## src/rtl/bram_fifo_ctrl.sv

```systemverilog
`default_nettype none
// ============================================================================
//  Module      : bram_fifo_ctrl
//  Description : FIFO controller around a single-port block RAM, with a
//                2-entry output skid buffer and fair write/read arbitration.
//  Revision    : 1.0 - initial release
// ============================================================================
module bram_fifo_ctrl #(
    parameter int ADDR_WIDTH = 8,
    parameter int DATA_WIDTH = 64
) (
    input  logic                    i_clk,
    input  logic                    i_reset,
    input  logic                    i_wr_valid,
    output logic                    o_wr_ready,
    input  logic [DATA_WIDTH-1:0]   i_wr_data,
    output logic                    o_rd_valid,
    input  logic                    i_rd_ready,
    output logic [DATA_WIDTH-1:0]   o_rd_data,
    output logic [ADDR_WIDTH+1:0]   o_count,
    output logic [ADDR_WIDTH-1:0]   o_ram_addr,
    output logic                    o_ram_write,
    output logic [DATA_WIDTH-1:0]   o_ram_wdata,
    input  logic [DATA_WIDTH-1:0]   i_ram_rdata
);

    localparam logic [ADDR_WIDTH:0] c_DEPTH       = {1'b1, {ADDR_WIDTH{1'b0}}};
    localparam logic                c_GRANT_READ  = 1'b0;
    localparam logic                c_GRANT_WRITE = 1'b1;

    logic [ADDR_WIDTH-1:0] r_wr_ptr;
    logic [ADDR_WIDTH-1:0] r_rd_ptr;
    logic [ADDR_WIDTH:0]   r_ram_count;
    logic                  r_rd_pending;
    logic [1:0]            r_skid_cnt;
    logic [DATA_WIDTH-1:0] r_head;
    logic [DATA_WIDTH-1:0] r_tail;
    logic                  r_last_grant;

    logic w_full;
    logic w_rd_eligible;
    logic w_wg;
    logic w_rg;
    logic w_contend;
    logic w_pop;

    assign w_full        = (r_ram_count == c_DEPTH);
    // A read may only be issued if its result is guaranteed a skid slot.
    assign w_rd_eligible = (r_ram_count != '0) &&
                           (({1'b0, r_skid_cnt} + {2'b00, r_rd_pending}) < 3'd2);

    assign o_wr_ready = !i_reset && !w_full &&
                        !(w_rd_eligible && (r_last_grant == c_GRANT_WRITE));
    assign w_wg       = i_wr_valid && o_wr_ready;
    assign w_rg       = w_rd_eligible && !w_wg;
    assign w_contend  = !i_reset && i_wr_valid && w_rd_eligible && !w_full;

    assign o_ram_write = w_wg;
    assign o_ram_addr  = w_wg ? r_wr_ptr : r_rd_ptr;
    assign o_ram_wdata = i_wr_data;

    assign o_rd_valid = (r_skid_cnt != 2'd0);
    assign o_rd_data  = r_head;
    assign w_pop      = o_rd_valid && i_rd_ready;

    assign o_count = {1'b0, r_ram_count}
                   + {{(ADDR_WIDTH+1){1'b0}}, r_rd_pending}
                   + {{ADDR_WIDTH{1'b0}}, r_skid_cnt};

    always_ff @(posedge i_clk) begin
        if (i_reset) begin
            r_wr_ptr     <= '0;
            r_rd_ptr     <= '0;
            r_ram_count  <= '0;
            r_rd_pending <= 1'b0;
            r_skid_cnt   <= 2'd0;
            r_head       <= '0;
            r_tail       <= '0;
            r_last_grant <= c_GRANT_READ;
        end else begin
            if (w_wg) begin
                r_wr_ptr <= r_wr_ptr + ADDR_WIDTH'(1);
            end
            if (w_rg) begin
                r_rd_ptr <= r_rd_ptr + ADDR_WIDTH'(1);
            end
            case ({w_wg, w_rg})
                2'b10:   r_ram_count <= r_ram_count + (ADDR_WIDTH+1)'(1);
                2'b01:   r_ram_count <= r_ram_count - (ADDR_WIDTH+1)'(1);
                default: r_ram_count <= r_ram_count;
            endcase
            r_rd_pending <= w_rg;
            if (w_contend) begin
                r_last_grant <= w_wg ? c_GRANT_WRITE : c_GRANT_READ;
            end

            // Skid buffer: RAM data lands one cycle after issue; pop and capture may coincide.
            case (r_skid_cnt)
                2'd0: begin
                    if (r_rd_pending) begin
                        r_head     <= i_ram_rdata;
                        r_skid_cnt <= 2'd1;
                    end
                end
                2'd1: begin
                    if (w_pop && r_rd_pending) begin
                        r_head <= i_ram_rdata;
                    end else if (w_pop) begin
                        r_skid_cnt <= 2'd0;
                    end else if (r_rd_pending) begin
                        r_tail     <= i_ram_rdata;
                        r_skid_cnt <= 2'd2;
                    end
                end
                default: begin
                    if (w_pop) begin
                        r_head <= r_tail;
                        if (r_rd_pending) begin
                            r_tail <= i_ram_rdata;
                        end else begin
                            r_skid_cnt <= 2'd1;
                        end
                    end
                end
            endcase
        end
    end

endmodule
`default_nettype wire

```

## config.mk

```make
export PLATFORM = sky130hd
export DESIGN_NAME = bram_fifo_ctrl
export DESIGN_NICKNAME = d
export VERILOG_FILES = /design/src/rtl/bram_fifo_ctrl.sv
export SDC_FILE = /design/constraint.sdc
export NUM_CORES = 1
export LEC_CHECK = 0
export BUFFER_PORTS_ARGS = -buffer_cell sky130_fd_sc_hd__buf_2
export CAP_MARGIN = 20
export CORE_MARGIN = 5
export CORE_UTILIZATION = 38
export CTS_BUF_LIST = sky130_fd_sc_hd__clkbuf_16
export CTS_CLUSTER_SIZE = 28
export DETAILED_ROUTE_END_ITERATION = 8
export PLACE_DENSITY = 0.75
export SLEW_MARGIN = 10
export SYNTH_ARGS = -nofsm -noshare
export SYNTH_HDL_FRONTEND = slang
export SYNTH_SLANG_ARGS = --single-unit
```

## constraint.sdc

```tcl
create_clock -name i_clk -period 3.65 [get_ports i_clk]
set_input_delay 0.5475 -clock i_clk [delete_from_list [all_inputs] [get_ports i_clk]]
set_output_delay 0.5475 -clock i_clk [all_outputs]
set_load 0.02 [all_outputs]
```

# After elaboration in Yosys (flattened, before gate mapping)
# Cells that the tools add are included.
totals:
  ff_bits: 157
  input_bits: 132
  output_inout_bits: 149
  wordCells: 70
op_classes:
  add_sub_neg: 7
  magnitude_cmp: 1
  n_eq_ne: 10
  mux: 19
  n_bitwise: 1
  n_reduce_logical: 24
op_table:
  columns: ["operator", "count"]
  rows:
  - ["$mux 64", 7]
  - ["$pmux 64 s2", 2]
  - ["$pmux 9 s2", 1]
  - ["$add 8x1->8 const B", 2]
  - ["$mux 2", 6]
  - ["$logic_and 1x1->1", 11]
  - ["$add 10x2->10", 1]
  - ["$add 9x1->10", 1]
  - ["$add 9x1->9 const B", 1]
  - ["$eq 9x9->1 const B", 1]
  - ["$reduce_bool 9->1", 1]
  - ["$sub 9x1->9 const B", 1]
  - ["$mux 8", 1]
  - ["$ne 2x2->1 const B", 4]
  - ["$reduce_bool 2->1", 3]
  - ["$reduce_and 5->1", 1]
  - ["$eq 2x1->1 const B", 2]
  - ["$logic_not 1->1", 4]
  - ["$pmux 2 s2", 1]
  - ["$reduce_and 4->1", 1]
  - ["$add 2x1->3", 1]
  - ["$lt 3x2->1 const B", 1]
  - ["$ne 3x1->1 const B", 1]
  - ["$ne 3x3->1 const B", 1]
  - ["other kinds (6)", 6]

# Longest topological paths before layout
# Gate-level depths: netlist (run 1).
depth:
  ltp_word: 11
  mapped_depth: 10

# Least setup slack after synthesis (run 1)
# OpenSTA, ideal clock, no wires.
synth_timing:
  kind: "reg2reg"
  startpoint: "reg r_ram_count[1]"
  endpoint: "reg r_ram_count[8]"
  t_arrival_ps: 2834
  t_required_ps: 3519
  setup_slack_ps: 685
  path_stages_with_launch: 11
  path_buffers: 0
  cell_sequence: "dfxtp_1 -> nor4_1 -> a21oi_1 -> o21ai_4 -> inv_1 -> fa_1 -> a21oi_1 -> nor2_1 -> o41a_1 -> o2111ai_1 -> o211ai_1"
synth_via:
  elab_chain_cells: 10
synth_lines:
  columns: ["item", "line", "source"]
  rows:
  - ["start: declaration", "33", "logic [ADDR_WIDTH:0] r_ram_count;"]
  - ["start signal: assignment", "88", "2'b10: r_ram_count <= r_ram_count + (ADDR_WIDTH+1)'(1);"]
  - ["start signal: assignment", "89", "2'b01: r_ram_count <= r_ram_count - (ADDR_WIDTH+1)'(1);"]
  - ["start signal: assignment", "90", "default: r_ram_count <= r_ram_count;"]
  - ["$reduce_bool 9->1", "49", "assign w_rd_eligible = (r_ram_count != '0) &&"]
  - ["$logic_and 1x1->1", "49", null]
  - ["$logic_and 1x1->1", "53", "!(w_rd_eligible && (r_last_grant == c_GRANT_WRITE));"]
  - ["$logic_not 1->1", "53", null]
  - ["$logic_and 1x1->1", "52", "assign o_wr_ready = !i_reset && !w_full &&"]
  - ["$logic_and 1x1->1", "54", "assign w_wg = i_wr_valid && o_wr_ready;"]
  - ["$logic_not 1->1", "55", "assign w_rg = w_rd_eligible && !w_wg;"]
  - ["$logic_and 1x1->1 *", "55", null]
  - ["net w_rg", "43", "logic w_rg;"]
  - ["$eq 2x1->1 or $eq 2x2->1 (tied branches)", "87", "case ({w_wg, w_rg})"]
  - ["$pmux 9 s2 or $reduce_bool 2->1 (tied branches)", null, null]
# The timed path passes the listed nets; every way through them passes the cells marked *.
# A chain may end at the register's enable or synchronous reset.

# Worst setup path after layout (run 1)
layout_timing:
  startpoint: "reg r_ram_count[4]"
  endpoint: "out o_ram_addr[6]"
layout_via:
  elab_chain_cells: 7
layout_lines:
  columns: ["item", "line", "source"]
  rows:
  - ["$reduce_bool 9->1", "49", null]
  - ["$logic_and 1x1->1", "49", null]
  - ["$logic_and 1x1->1", "53", null]
  - ["$logic_not 1->1", "53", null]
  - ["$logic_and 1x1->1 *", "52", null]
  - ["$logic_and 1x1->1 *", "54", null]
  - ["$mux 8 *", "59", "assign o_ram_addr = w_wg ? r_wr_ptr : r_rd_ptr;"]
  - ["end: declaration", "21", "output logic [ADDR_WIDTH-1:0] o_ram_addr,"]
# Every way passes the cells marked *; elsewhere a longest branch is shown, timed or not.

==> results.json, run 1 <==
{
  "synth_mux_area_share_pct": 10.2,
  "cts_tree": "done",
  "p_leak_nw": 3.31,
  "ys_ff_latch": 157,
  "finalNonFillerCells": 1202,
  "period_share_pct": 93.3,
  "required_ps": 3100,
  "fin_setup_tns_ps": 0,
  "hold_class": "input pin to flip-flop",
  "cts_setup_buffers": 0,
  "p_comb_share_pct": 34.7,
  "worst_pin_slew_ps": 937,
  "synth.distinct_cells": 55,
  "dieArea_um2": 22400,
  "grt_start_max_net_pins": 101,
  "clkSlewWorstSetupHoldPaths_ps": 70,
  "setup_viol_count_final": 0,
  "synth-simple-area-share_pct": 15.9,
  "synth_fa_ha_area_share_pct": 2.49,
  "rsz0062_at_grt": "no",
  "ir_worst_vdd_v": 0.000294,
  "initial_core_util_pct": 38.4,
  "critPathKind": "flip-flop to output port",
  "first_pass_iters": 5,
  "drtIter0Drc": 298,
  "vias": 6032,
  "p_sw_mw": 2.33,
  "antenna_left": 0,
  "drc": 0,
  "critPathArrivalTime_ps": 2860,
  "synth-main-ff-cell": "dfxtp_1",
  "clock_latency_ps": 420,
  "track_usage_pct": 15.2,
  "synth_top_family_by_area": "compound AO/OA/AOI/OAI gates",
  "htreeDepth": 4,
  "synth_edf_count": 0,
  "hold_viol_final": 0,
  "syn_area_per_cell_um2": 8.62,
  "yosysSeqAreaShare_pct": 42.3,
  "syn_inst": 862,
  "detail_route.wl_per_cell_um": 14.7,
  "place_congestion": 0.912,
  "synthesis.area_um2": 7430,
  "placedCellCount": 1169,
  "fin_nets": 1068,
  "p_sw_share_pct": 37.7,
  "finalWirelength_um": 17700,
  "synth-xor-area-share_pct": 2.36,
  "synth_top_area_share_pct": 42.3,
  "layout_setup_ws_ps": 245,
  "cts-hold-fix-buffers": 0,
  "cts_buffer_depth": 2,
  "finalPower_mw": 6.20,
  "die_w_um": 150,
  "synthArstFlopShare_pct": 0,
  "endpoint_kind": "output port",
  "pwr-share-seq_pct": 36.0,
  "synth_top_cell_by_area": "dfxtp_1",
  "crit_fanout": 13,
  "grt_pass1_vias": 5560,
  "synth_common_cells": "157 x dfxtp_1, 146 x nand2_1, 91 x nor2_1",
  "vias_per_cell": 5.02,
  "synth_fp_nets": 1007,
  "synth_compound_area_share_pct": 16.2,
  "max_freq_mhz": 294,
  "yosys-top-cells-area": "dfxtp_1 42%, mux2i_1 9.3%, nand2_1 7.4%",
  "slew_headroom_pct": 37.5,
  "core-area_um2": 19300,
  "ys_warn_count": 0,
  "min_period_ps": 3400,
  "clock-skew-final_ps": 11.4,
  "grt_pass1_wl_um": 27600,
  "path_cells": "or4_4, o211ai_2, nand3_2, inv_1, mux2_2, buf_2",
  "cts.sinks": 157,
  "dpl.hpwl_um": 11600,
  "pin_count": 281,
  "crit_path_max_incr_delay_ps": 600,
  "p_int_mw": 3.86,
  "p_per_area_nw_per_um2": 727,
  "cts_buffers": 17,
  "yosysMostFrequentCell": "dfxtp_1",
  "drv_slew": 0,
  "maxCapViolCount": 0,
  "cp_slowest_cell": "or4_4",
  "core.rowCount": 51,
  "antenna_found_initial": 2,
  "clkPwrFrac_pct": 29.3,
  "area_growth_syn_to_layout_pct": 14.8,
  "place_ws_ps": 274,
  "portBuffers": 152,
  "drive_above_1_share_pct": 22.8,
  "status": "finished, final reports clean",
  "die_h_um": 150,
  "clock_tree.root_cell": "clkbuf_16",
  "overflow": 0,
  "start_kind": "flip-flop"
}
[stage by stage]
stage	cell area, um2	hold slack (ps)	util, %
final	8520	365	44.1
after global routing	8520	356	44.1
after CTS	8510	348	44.0
after detailed placement	7910	446	40.9
after global placement	7910	441	40.9
after floorplan	7430	433	-
[power by group through the flow]
stage	combinational [mW]	sequential (mW)	clock [mW]
6_report	2.15	2.23	1.82
5_1_grt	2.38	2.27	1.94
4_1_cts	2.15	2.23	1.87
3_3_place_gp	2.09	2.25	0
3_5_place_dp	2.14	2.26	0
2_1_floorplan	1.45	2.43	0
[worst paths after layout]
kind | startpoint | end | slack (ps) | cells after the start
worst min register to register | r_tail[14]$_SDFFE_PP0P_ | r_tail[14]$_SDFFE_PP0P_ | 450 | 2
worst max-delay path | r_ram_count[4]$_SDFFE_PP0P_ | o_ram_addr[6] | 250 | 6
worst min-delay path | i_ram_rdata[48] | r_tail[48]$_SDFFE_PP0P_ | 370 | 3
worst max register to register | r_ram_count[1]$_SDFFE_PP0P_ | r_ram_count[8]$_SDFFE_PP0P_ | 310 | 11
[critical path, delay by kind of cell, from the launching register on]
family | cells | cell delay, ps
mux | 1 | 390
flops | 1 | 380
buf+inv | 2 | 580
simple gates | 2 | 810
compound gates | 1 | 270
[repair_timing]
item | in CTS | in global routing
gates resized for setup | 0 | 2
endpoints found under the setup margin | 0 | 2
hold endpoints to repair | 0 | 0
[flip-flops by register name (all words and copies together), names as in the netlist]
signal / count
r_wr_ptr: 8
r_last_grant: 1
r_ram_count: 9
r_skid_cnt: 2
r_rd_pending: 1
r_tail: 64
o_rd_data: 64
r_rd_ptr: 8
[placed cells by master (no fill, tap or decap), types with 2 or more instances in the layout]
cell	synthesis	final
and3_1	2	2
nand2_1	146	145
o41ai_1	2	2
inv_1	13	13
buf_2	3	151
o21ai_0	12	11
inv_8	0	3
mux2_2	6	6
or4_1	3	3
and2_1	3	2
o31ai_1	2	2
buf_4	65	7
o211ai_1	3	3
bufinv_16	0	2
clkinv_4	0	4
xor2_1	12	12
nand3_1	11	11
nor2b_1	2	2
a211o_1	2	2
nand2b_1	4	4
inv_6	0	3
or4_4	2	2
nor2_1	91	91
nand4_1	3	3
or3_1	2	2
mux2i_1	69	69
ha_1	10	10
fa_1	3	3
a21o_1	3	3
and4_1	2	2
buf_12	0	3
a21oi_1	79	78
clkbuf_16	0	17
xnor2_1	8	8
dfxtp_1	157	156
o2111ai_1	4	4
or2_2	2	2
a211oi_1	65	65
[kinds of logic (layout without fill, tap and decap cells)]
family / count (synthesis) / count (layout)
compound gates: 185 / 185
simple gates: 280 / 280
buf+inv: 132 / 206
xor+xnor: 20 / 20
mux: 75 / 75
other cells: 0 / 1
fa+ha+maj: 13 / 13
flops: 157 / 157
[layout make-up]
cell class / count / area, um2
Inverter: 13 / 48.8
Antenna cell: 1 / 2.50
Multi-Input combinational cell: 573 / 3520
Fill cell: 1934 / 10800
Timing Repair Buffer: 161 / 868
Clock inverter: 15 / 180
Sequential cell: 157 / 3150
Clock buffer: 17 / 425
Tap cell: 265 / 332
[routing by layer]
layer	wire length, um	vias to the layer above	global-route usage, %
met5	7	-	0
met4	254	2	4.94
met3	952	25	4.06
met2	8550	150	25.1
met1	7940	2815	19.2
li1	-	3040	-
Power figures use the tool's default switching activity.
==> run 2, diff against run 1 <==
--- a/config.mk
+++ b/config.mk
@@ -7,6 +7,7 @@
 export LEC_CHECK = 0
 export BUFFER_PORTS_ARGS = -buffer_cell sky130_fd_sc_hd__buf_2
 export CAP_MARGIN = 20
+export CORE_ASPECT_RATIO = 2
 export CORE_MARGIN = 5
 export CORE_UTILIZATION = 38
 export CTS_BUF_LIST = sky130_fd_sc_hd__clkbuf_16
==> constraint.sdc (replaced) <==
create_clock -name i_clk -period 3.7 [get_ports i_clk]
set_input_delay 0.555 -clock i_clk [delete_from_list [all_inputs] [get_ports i_clk]]
set_output_delay 0.555 -clock i_clk [all_outputs]
set_load 0.02 [all_outputs]
==> run 2 against run 1 <==
  * Sequential share of layout area up 0.19 points
  * Critical endpoint is now o_ram_addr[5]
  * Die area grew 0.75%
  * Count of clock-buffer cells in the layout stayed put
  * Combinational power about the same
  * Global-route usage is 1.9 points higher
==> results.json, run 2 (same netlist as run 1, synthesis figures left out) <==
{
  "status": "finished, final reports clean",
  "worst-r2r-cell-count": 10,
  "crit_end": "o_ram_addr[5]",
  "pin_count": 281,
  "dieArea_um2": 22600,
  "maxCapViolCount": 0,
  "p_per_area_nw_per_um2": 710,
  "path_cells": "or4_4, o211ai_2, nand3_2, inv_1, mux2_2, buf_2",
  "grt_start_max_net_pins": 88,
  "layout.cells.most_common": "dfxtp_1",
  "fin_nets": 1071,
  "finalPower_mw": 6.02,
  "core-area_um2": 19300,
  "initial_core_util_pct": 38.5,
  "antenna_cells": 0,
  "clock_tree.root_cell": "clkbuf_16",
  "cts.sinks": 157,
  "rsz0062_at_grt": "no",
  "overflow": 0,
  "cts_tree": "done",
  "cts-hold-fix-buffers": 0,
  "placedCellCount": 1166,
  "dpl.hpwl_um": 13200,
  "die_h_um": 208,
  "critPathKind": "flip-flop to output port",
  "layout_setup_ws_ps": 219,
  "drtIter0Drc": 312,
  "period_share_pct": 94.1,
  "vias": 6149,
  "worst_pin_slew_ps": 919,
  "post_cts_resized": 0,
  "timing.rr.end": "r_ram_count[5]$_SDFFE_PP0P_",
  "crit_fanout": 13,
  "clock_latency_ps": 420,
  "vias_per_cell": 5.14,
  "antenna_found_initial": 0,
  "htreeDepth": 4,
  "detail_route.wl_per_cell_um": 16.0,
  "drv_slew": 0,
  "clock-skew-final_ps": 12.1,
  "die_w_um": 109,
  "rrSetupSlack_ps": 330,
  "finalNonFillerCells": 1197,
  "cts_setup_buffers": 0,
  "cp_slowest_cell": "or4_4",
  "cts_buffer_depth": 2,
  "mostFrequentLayoutCells": "156 x dfxtp_1, 151 x buf_2, 145 x nand2_1",
  "portBuffers": 152,
  "grt_pass1_wl_um": 30300,
  "endpoint_kind": "output port",
  "core.rowCount": 72,
  "cts_buffers": 17,
  "place_congestion": 0.889,
  "critPathArrivalTime_ps": 2930,
  "fin_setup_tns_ps": 0,
  "slew_headroom_pct": 38.7,
  "area_growth_syn_to_layout_pct": 14.2,
  "drc": 0,
  "drive_above_1_share_pct": 22.8,
  "min_period_ps": 3480,
  "clkSlewWorstSetupHoldPaths_ps": 70,
  "start_kind": "flip-flop",
  "hold_viol_final": 0,
  "r2r_start": "r_ram_count[4]$_SDFFE_PP0P_",
  "place_ws_ps": 224,
  "cp-startpoint": "r_ram_count[4]$_SDFFE_PP0P_",
  "grt_pass1_vias": 6001,
  "setup_viol_count_final": 0,
  "track_usage_pct": 17.1,
  "crit_path_max_incr_delay_ps": 610,
  "antenna_left": 0,
  "whs_path_depth": 3,
  "hold_class": "input pin to flip-flop",
  "ir_worst_vdd_v": 0.000312,
  "max_freq_mhz": 287,
  "first_pass_iters": 4,
  "p_leak_nw": 3.30,
  "required_ps": 3140,
  "finalWirelength_um": 19100
}
-- run 2: critical path, delay by kind of cell (launching register included) --
kind	cells	cell delay (ps)
AO/OA/AOI/OAI	1	320
flip-flops	1	380
buffers and inverters	2	550
multiplexers	1	400
AND/OR/NAND/NOR	2	840
-- run 2: how the worst min path moves through the flow --
stage                                 start                       to
finish                      i_ram_rdata[28]  r_tail[28]$_SDFFE_PP0P_
global route                i_ram_rdata[26]  r_tail[26]$_SDFFE_PP0P_
CTS                         i_ram_rdata[28]  r_tail[28]$_SDFFE_PP0P_
detailed placement  r_tail[19]$_SDFFE_PP0P_  r_tail[19]$_SDFFE_PP0P_
global placement    r_tail[12]$_SDFFE_PP0P_  r_tail[12]$_SDFFE_PP0P_
floorplan            r_tail[0]$_SDFFE_PP0P_   r_tail[0]$_SDFFE_PP0P_
-- run 2: power breakdown --
part           leakage [nW]  switching (mW)  internal (mW)
logic                  1.74            1.31          0.829
registers              1.29           0.242           1.97
clock network         0.274           0.694          0.977
total                  3.30            2.24           3.78
-- run 2: metrics by stage --
step / cell area (um2) / hold WS (ps) / utilization [%]
after floorplan: 7430 / 433 / -
after detailed placement: 7910 / 446 / 41.0
after global routing: 8480 / 365 / 44.0
after global placement: 7910 / 441 / 41.0
after CTS: 8470 / 359 / 43.9
final: 8480 / 377 / 44.0
-- run 2: layer usage --
layer  GRT usage (%)  up-vias  share of wire, %
met5               0        -                 0
met1            17.3     2807                36
met3            3.92       94               4.8
met4            11.6        0               6.0
met2            30.2      189                53
li1                -     3059                 -
-- run 2: area by class of cell --
type                    count  area, um2
clock inverters            14        131
flip-flops and latches    157       3150
multi-input cells         573       3530
well taps                 259        324
repair buffers            164        878
inverters                  13       48.8
clock buffers              17        425
fillers                  1992      10800
